--- src/rtl/mc_arbiter.sv ---
// mc_arbiter: grants one motion-compensation engine to the luma or chroma
// row stream for a whole block (ROWS rows in, ROWS residual rows out).
//
// Ports
//   clk, reset            clock, async active-low reset
//   luma_*                luma requester: valid/ready + ref/curr rows
//   chroma_*              chroma requester: valid/ready + ref/curr rows
//   mc_src_*              muxed rows to the engine (ref_frame, curr_mb)
//   mc_ccin               1 while a chroma block owns the engine
//   mc_dst_*, mc_residual residual rows coming back from the engine
//   res_*                 residual rows to the transform stage, tagged
//                         with requester (res_is_chroma) and row index
//   blk_done              one-cycle pulse after a block completes
//   protocol_err          sticky: engine produced a residual while idle
module mc_arbiter #(
   parameter int MB_SIZE     = 4,
   parameter int PIXEL_WIDTH = 8,
   parameter int ROWS        = 4
) (
   input  logic                          clk,
   input  logic                          reset,
   // luma requester
   input  logic                          luma_valid,
   output logic                          luma_ready,
   input  logic [PIXEL_WIDTH*MB_SIZE-1:0] luma_ref,
   input  logic [PIXEL_WIDTH*MB_SIZE-1:0] luma_curr,
   // chroma requester
   input  logic                          chroma_valid,
   output logic                          chroma_ready,
   input  logic [PIXEL_WIDTH*MB_SIZE-1:0] chroma_ref,
   input  logic [PIXEL_WIDTH*MB_SIZE-1:0] chroma_curr,
   // engine source side
   output logic                          mc_src_valid,
   input  logic                          mc_src_ready,
   output logic [PIXEL_WIDTH*MB_SIZE-1:0] mc_ref_frame,
   output logic [PIXEL_WIDTH*MB_SIZE-1:0] mc_curr_mb,
   output logic                          mc_ccin,
   // engine destination side
   input  logic                          mc_dst_valid,
   output logic                          mc_dst_ready,
   input  logic [PIXEL_WIDTH*MB_SIZE-1:0] mc_residual,
   // residual output
   output logic                          res_valid,
   input  logic                          res_ready,
   output logic [PIXEL_WIDTH*MB_SIZE-1:0] res_data,
   output logic                          res_is_chroma,
   output logic [$clog2(ROWS)-1:0]       res_row,
   // status
   output logic                          blk_done,
   output logic                          protocol_err
);

   localparam int DW = PIXEL_WIDTH * MB_SIZE;
   localparam int CW = $clog2(ROWS + 1);
   localparam int RW = $clog2(ROWS);

   localparam logic [CW-1:0] ROWS_C = CW'(ROWS);
   localparam logic [CW-1:0] ONE_C  = CW'(1);

   typedef enum logic {
      IDLE,
      BUSY
   } state_e;

   state_e        state_q, state_d;
   logic          grant_chroma_q, grant_chroma_d;
   logic          last_chroma_q, last_chroma_d;
   logic [CW-1:0] in_cnt_q, in_cnt_d;
   logic [CW-1:0] out_cnt_q, out_cnt_d;
   logic          blk_done_q, blk_done_d;
   logic          protocol_err_q, protocol_err_d;

   logic          in_open;
   logic          out_open;
   logic          gnt_valid;
   logic          src_hs;
   logic          res_hs;

   always_ff @(posedge clk or negedge reset) begin
      if (!reset) begin
         state_q        <= IDLE;
         grant_chroma_q <= 1'b0;
         last_chroma_q  <= 1'b1;
         in_cnt_q       <= '0;
         out_cnt_q      <= '0;
         blk_done_q     <= 1'b0;
         protocol_err_q <= 1'b0;
      end else begin
         state_q        <= state_d;
         grant_chroma_q <= grant_chroma_d;
         last_chroma_q  <= last_chroma_d;
         in_cnt_q       <= in_cnt_d;
         out_cnt_q      <= out_cnt_d;
         blk_done_q     <= blk_done_d;
         protocol_err_q <= protocol_err_d;
      end
   end

   always_comb begin
      state_d        = state_q;
      grant_chroma_d = grant_chroma_q;
      last_chroma_d  = last_chroma_q;
      in_cnt_d       = in_cnt_q;
      out_cnt_d      = out_cnt_q;
      blk_done_d     = 1'b0;
      protocol_err_d = protocol_err_q;

      in_open   = 1'b0;
      out_open  = 1'b0;
      gnt_valid = 1'b0;
      src_hs    = 1'b0;
      res_hs    = 1'b0;

      luma_ready    = 1'b0;
      chroma_ready  = 1'b0;
      mc_src_valid  = 1'b0;
      mc_ref_frame  = '0;
      mc_curr_mb    = '0;
      mc_ccin       = 1'b0;
      mc_dst_ready  = 1'b0;
      res_valid     = 1'b0;
      res_data      = '0;
      res_is_chroma = 1'b0;
      res_row       = '0;

      unique case (state_q)
         IDLE: begin
            // An engine residual with no block in flight is a protocol fault.
            if (mc_dst_valid) begin
               protocol_err_d = 1'b1;
            end
            if (luma_valid || chroma_valid) begin
               state_d   = BUSY;
               in_cnt_d  = '0;
               out_cnt_d = '0;
               // On a tie the requester that did not own the last block wins.
               if (luma_valid && chroma_valid) begin
                  grant_chroma_d = ~last_chroma_q;
               end else begin
                  grant_chroma_d = chroma_valid;
               end
            end
         end

         BUSY: begin
            in_open  = (in_cnt_q < ROWS_C);
            out_open = (out_cnt_q < ROWS_C);

            mc_ccin   = grant_chroma_q;
            gnt_valid = grant_chroma_q ? chroma_valid : luma_valid;

            mc_src_valid = gnt_valid && in_open;
            luma_ready   = !grant_chroma_q && mc_src_ready && in_open;
            chroma_ready = grant_chroma_q && mc_src_ready && in_open;
            mc_ref_frame = grant_chroma_q ? chroma_ref : luma_ref;
            mc_curr_mb   = grant_chroma_q ? chroma_curr : luma_curr;

            res_valid     = mc_dst_valid && out_open;
            mc_dst_ready  = res_ready && out_open;
            res_data      = mc_residual;
            res_is_chroma = grant_chroma_q;
            res_row       = out_cnt_q[RW-1:0];

            src_hs = mc_src_valid && mc_src_ready;
            res_hs = res_valid && res_ready;

            if (src_hs) begin
               in_cnt_d = in_cnt_q + ONE_C;
            end
            if (res_hs) begin
               out_cnt_d = out_cnt_q + ONE_C;
            end

            // Release only once every row went in and every residual came out.
            if ((in_cnt_d == ROWS_C) && (out_cnt_d == ROWS_C)) begin
               state_d       = IDLE;
               last_chroma_d = grant_chroma_q;
               blk_done_d    = 1'b1;
               in_cnt_d      = '0;
               out_cnt_d     = '0;
            end
         end

         default: begin
            state_d = IDLE;
         end
      endcase
   end

   assign blk_done     = blk_done_q;
   assign protocol_err = protocol_err_q;

endmodule

--- config.mk ---
export PLATFORM = sky130hd
export DESIGN_NAME = mc_arbiter
export DESIGN_NICKNAME = d
export VERILOG_FILES = /design/src/rtl/mc_arbiter.sv
export SDC_FILE = /design/constraint.sdc
export NUM_CORES = 1
export LEC_CHECK = 0
export BUFFER_PORTS_ARGS = -buffer_cell sky130_fd_sc_hd__clkbuf_2
export CORE_AREA = 2 2 107 109
export DETAILED_ROUTE_END_ITERATION = 10
export DIE_AREA = 0 0 109 111
export SETUP_SLACK_MARGIN = 0.5
export SKIP_CTS_REPAIR_TIMING = 1
export SYNTH_ARGS = -nofsm -noshare
export SYNTH_HDL_FRONTEND = slang
export SYNTH_SLANG_ARGS = --single-unit
--- constraint.sdc ---
create_clock -name clk -period 4 [get_ports clk]
set_input_delay 0 -clock clk [delete_from_list [all_inputs] [get_ports clk]]
set_output_delay 0 -clock clk [all_outputs]
set_load 0.02 [all_outputs]
Word level (Yosys, flattened, before mapping) --
Index checks and enable logic that the tools add are counted.
Word-level totals: output and inout port bits 107, input port bits 167, register bits 11
Operators by class: bitwise operators 2, add/sub/neg operators 2, equal/unequal tests 3, multiplexer cells 28, reductions and logical operators 16, order comparisons 2
Operator list (number):
- two-way mux 32 bit | 5
- two-way mux 3 bit | 7
- two-way mux 1 bit | 12
- case mux 3 bit (2 select lines) | 2
- logical AND 1 bit | 11
- adder 3 x 1 -> 3 bit, second input constant | 2
- equality test 3 bit, second input constant | 2
- less-than comparator 3 bit, second input constant | 2
- AND reduction 2 bit | 3
- two-way mux 2 bit | 1
- != test 2 bit, second input constant | 1
- NOT 1 bit | 2
- case mux 1 bit (2 select lines) | 1
- logical NOT 1 bit | 1
- logical OR 1 bit | 1

Depth between registers and ports, before layout --
depth after elaboration 9, mapped depth 6, depth with buffers taken out 6

Worst setup path after synthesis --
No wires, ideal clock.
path type flip-flop to flip-flop, from register out_cnt_q[0], to register last_chroma_q, path buffers 0, setup time 82 ps, slack 2216 ps, data arrival time 1701 ps, stages on the path, launching flop included 7, clock period less this slack 1784 ps, cell sequence dfrtp_1 -> ha_1 -> nand4_1 -> mux2_2 -> a2111oi_4 -> nand2_2 -> mux2_4
Between the ends: word-level cells in the longest chain between the ends 8, elaborated cells on any way between the ends 9, classes of those cells 1 x add/sub; 1 x order compare; 1 x eq/ne; 2 x mux; 4 x reduce/logical
Ends and longest elaborated chain:
- from (decl) | line 69 | logic [CW-1:0] out_cnt_q, out_cnt_d;
- from (signal assigned) | line 93 | out_cnt_q <= out_cnt_d;
- less-than comparator 3 bit | line 147 | out_open = (out_cnt_q < ROWS_C);
- logical AND 1 bit | line 158 | res_valid = mc_dst_valid && out_open;
- logical AND 1 bit | line 165 | res_hs = res_valid && res_ready;
- two-way mux 3 bit (*) | line 170 | if (res_hs) begin
- two-way mux 3 bit (*) | line 126 | unique case (state_q)
- equality test 3 bit (*) | line 175 | if ((in_cnt_d == ROWS_C) && (out_cnt_d == ROWS_C)) begin
- logical AND 1 bit (*) | line 175
- AND reduction 2 bit (no line) (*)
- to (signal assigned) | line 91 | last_chroma_q <= last_chroma_d;
- to (decl) | line 67 | logic last_chroma_q, last_chroma_d;
Every way passes the cells marked *; elsewhere a longest branch is shown, timed or not. The select of a mux whose other input is x is not followed. A chain may end at the register's enable or synchronous reset.

Worst setup path after layout --
from register grant_chroma_q, to output mc_curr_mb[6]
Between the ends: word-level cells in the longest chain between the ends 2
Ends and longest elaborated chain:
- from (decl) | line 66 | logic grant_chroma_q, grant_chroma_d;
- from (signal assigned) | line 90 | grant_chroma_q <= grant_chroma_d;
- two-way mux 32 bit | line 156 | mc_curr_mb = grant_chroma_q ? chroma_curr : luma_curr;
- two-way mux 32 bit | line 126
- to (decl) | line 36 | output logic [PIXEL_WIDTH*MB_SIZE-1:0] mc_curr_mb,
Every way passes these cells.

==> flow_summary.ini <==
[power]
leakagePower_nw = 1.96
p_sw_share_pct = 53.5
power_frac_comb_pct = 77.6
pwr-share-seq_pct = 13.0
netSwitchingPower_mw = 1.03
intPower_mw = 0.892
clkPwrFrac_pct = 9.4
p_per_area_mw_per_mm2 = 564
ir_drop_mv = 0.187

[floorplan]
die_height_um = 111
die-area_mm2 = 0.0121
io_pins = 274
fp.coreArea_mm2 = 0.0111
rows = 39
fp.dieW_um = 109
initial_core_util_pct = 16.6

[clocking]
tritoncts = built
numCtsBuffers = 3
clk_latency_ns = 0.24
clockBufferDepth = 2
htreeDepth = 1
cts_num_sinks = 11
cts-root-buf = clkbuf_16
clk_pin_slew_worst_paths_ns = 0.04

[timing]
period_share_pct = 55.2
drv_slew = 0
rsz0062_at_grt = false
worst_slew_pin_slew_ns = 1.07
report.final.hold_viol_count = 0
slew_headroom_pct = 28.6
finClkSkew_ns = 0.00352
fin_crit_ns = 2.21
tns_ns = 0
setup_viol = 0
achievable-frequency_mhz = 453

[detailed_routing]
first_iter_violations = 101
wl_per_cell_um = 11.9
first_pass_iters = 4
drcViolationCount = 0
finalWirelength_um = 7700
vias = 2619
via_per_inst = 4.04
antenna_left = 0

[global_route]
first_global_vias = 2359
grt_pass1_wl_um = 11100
grt_antenna_before_repair = 0
overflow = 0
track_usage_pct = 11.2
grt_max_degree = 65

[synth]
synth_top_area_share_pct = 35.3
synthesis.area_mm2 = 0.00184
synth_nets = 416
yosysWarnings = 0
ys_top_cells_by_area = mux2i_1, nor2_1, dfrtp_1
avgSynthCellArea_um2 = 7.46
yosysUniqueCellTypes = 39
postSynthCellCount = 247
synth_seq_area_share_pct = 15.0
ys_ff_latch = 11
synth_top_cell_by_area = mux2i_1

[setup_path]
r2r_slack_ns = 2.02
setup.worst_path.end_class = output pin
path_class = flop to output pin
cp.required_ns = 4.00
crit_arrival_ns = 2.21
cp_max_fo = 54
crit_path_start_kind = flop
r2r_start = grant_chroma_q
worstSetupStartpoint = grant_chroma_q

[status]
outcome = complete, no violations

[layout]
nNetsFinal = 676
final_cells = 649
area.growth.synth_to_final_pct = 84.9
antenna_cells = 0
final_util_pct = 30.7
drive_above_1_share_pct = 56.9

[place]
place_congestion = 0.769
dpl.hpwl_um = 6370
dp.cells = 644
io_buffers = 273

[worst_hold_path]
hp-class = input pin to flop
min_from = mc_dst_valid

[flow_run]
drv_cap = 0
-- final timing paths --
check / endpoint / depth (start not counted)
worst max-delay path: mc_curr_mb[6] / 4
worst min-delay path: protocol_err / 2
worst max register to register: last_chroma_q / 5
worst min register to register: protocol_err / 1
max in group asynchronous: last_chroma_q / 2
min in group asynchronous: blk_done / 2
-- layout make-up --
type | count | area (um^2)
fill | 1242 | 7670
multi-input combinational | 212 | 1460
timing repair buffer | 277 | 1400
sequential | 11 | 280
tap | 143 | 179
clock buffer | 4 | 78.8
inverter | 2 | 7.51
-- power groups by stage --
stage | sequential (mW) | combinational [mW] | clock (mW)
3_5_place_dp | 0.252 | 1.50 | 0
5_1_grt | 0.262 | 1.61 | 0.196
6_report | 0.249 | 1.49 | 0.181
3_3_place_gp | 0.253 | 1.50 | 0
2_1_floorplan | 0.210 | 1.08 | 0
4_1_cts | 0.251 | 1.51 | 0.187
-- kinds of logic after synthesis --
| kind of cell | count (synthesis) | share of synthesized area, % |
|---|---|---|
| xor gates and xnor gates | 2 | 0.951 |
| muxes | 70 | 39.2 |
| DFF | 11 | 15.0 |
| buffers and inverters | 24 | 5.71 |
| and+or+nand+nor | 125 | 32.2 |
| adders and majority gates | 2 | 1.36 |
| AOI/OAI and AO/OA | 13 | 5.57 |
-- worst max-delay path: stages, from the launching register on --
cell and delay (ns):
dfrtp_4 0.60, buf_4 0.71, mux2i_1 0.30, nor2_1 0.07, clkbuf_2 0.20
-- synthesized netlist by cell type, drive strengths merged --
library cell / number
nor2b: 1
ha: 2
xor2: 1
nand2b: 1
dfstp: 1
nor3b: 2
nor3: 2
and2: 36
inv: 2
dfrtp: 10
o21ai: 6
mux2: 4
o31ai: 1
a32o: 1
a2111oi: 1
and3: 1
buf: 9
nand3: 2
nand3b: 1
clkbuf: 13
xnor2: 1
mux2i: 66
a21o: 1
o22ai: 1
nand4b: 1
nand2: 10
a31oi: 1
nor2: 67
nand4: 1
a21boi: 1
-- flip-flops by register name (all words and copies together), names as in the netlist --
signal	cells
in_cnt_q	3
out_cnt_q	3
blk_done	1
grant_chroma_q	1
last_chroma_q	1
protocol_err	1
state_q	1
-- per-stage QoR --
stage | hold slack (ns) | instance area (um^2) | power (mW) | setup slack, ns
2_1_floorplan | -0.296 | 1840 | 1.29 | 2.22
3_3_place_gp | -0.105 | 3320 | 1.76 | 2.02
3_5_place_dp | -0.0949 | 3320 | 1.75 | 2.01
4_1_cts | -0.351 | 3390 | 1.94 | 1.79
5_1_grt | 0.0654 | 3400 | 2.07 | 1.67
6_report | 0.0396 | 3400 | 1.92 | 1.79
-- per-layer routing --
layer,vias to the layer above,GRT usage (%),share of wire (%)
met2,130,21.0,49
met5,-,0,0
met3,3,1.76,9.7
li1,1343,-,-
met4,0,1.37,0.39
met1,1143,13.5,41
-- cell usage in the layout, fill, tap and decap left out, types with 2 or more instances in the layout --
cell type | Yosys | layout
o21ai_0 | 3 | 3
dfrtp_1 | 10 | 9
nor2_1 | 67 | 67
nor3b_1 | 2 | 2
nand2_1 | 9 | 9
mux2i_1 | 65 | 65
clkbuf_2 | 0 | 273
buf_4 | 1 | 3
clkbuf_16 | 0 | 3
and2_1 | 36 | 36
mux2_2 | 2 | 2
o21ai_1 | 3 | 3
ha_1 | 2 | 2
nand3_1 | 2 | 2
nor3_1 | 2 | 2
No activity file was read; power rests on OpenSTA's default activity.
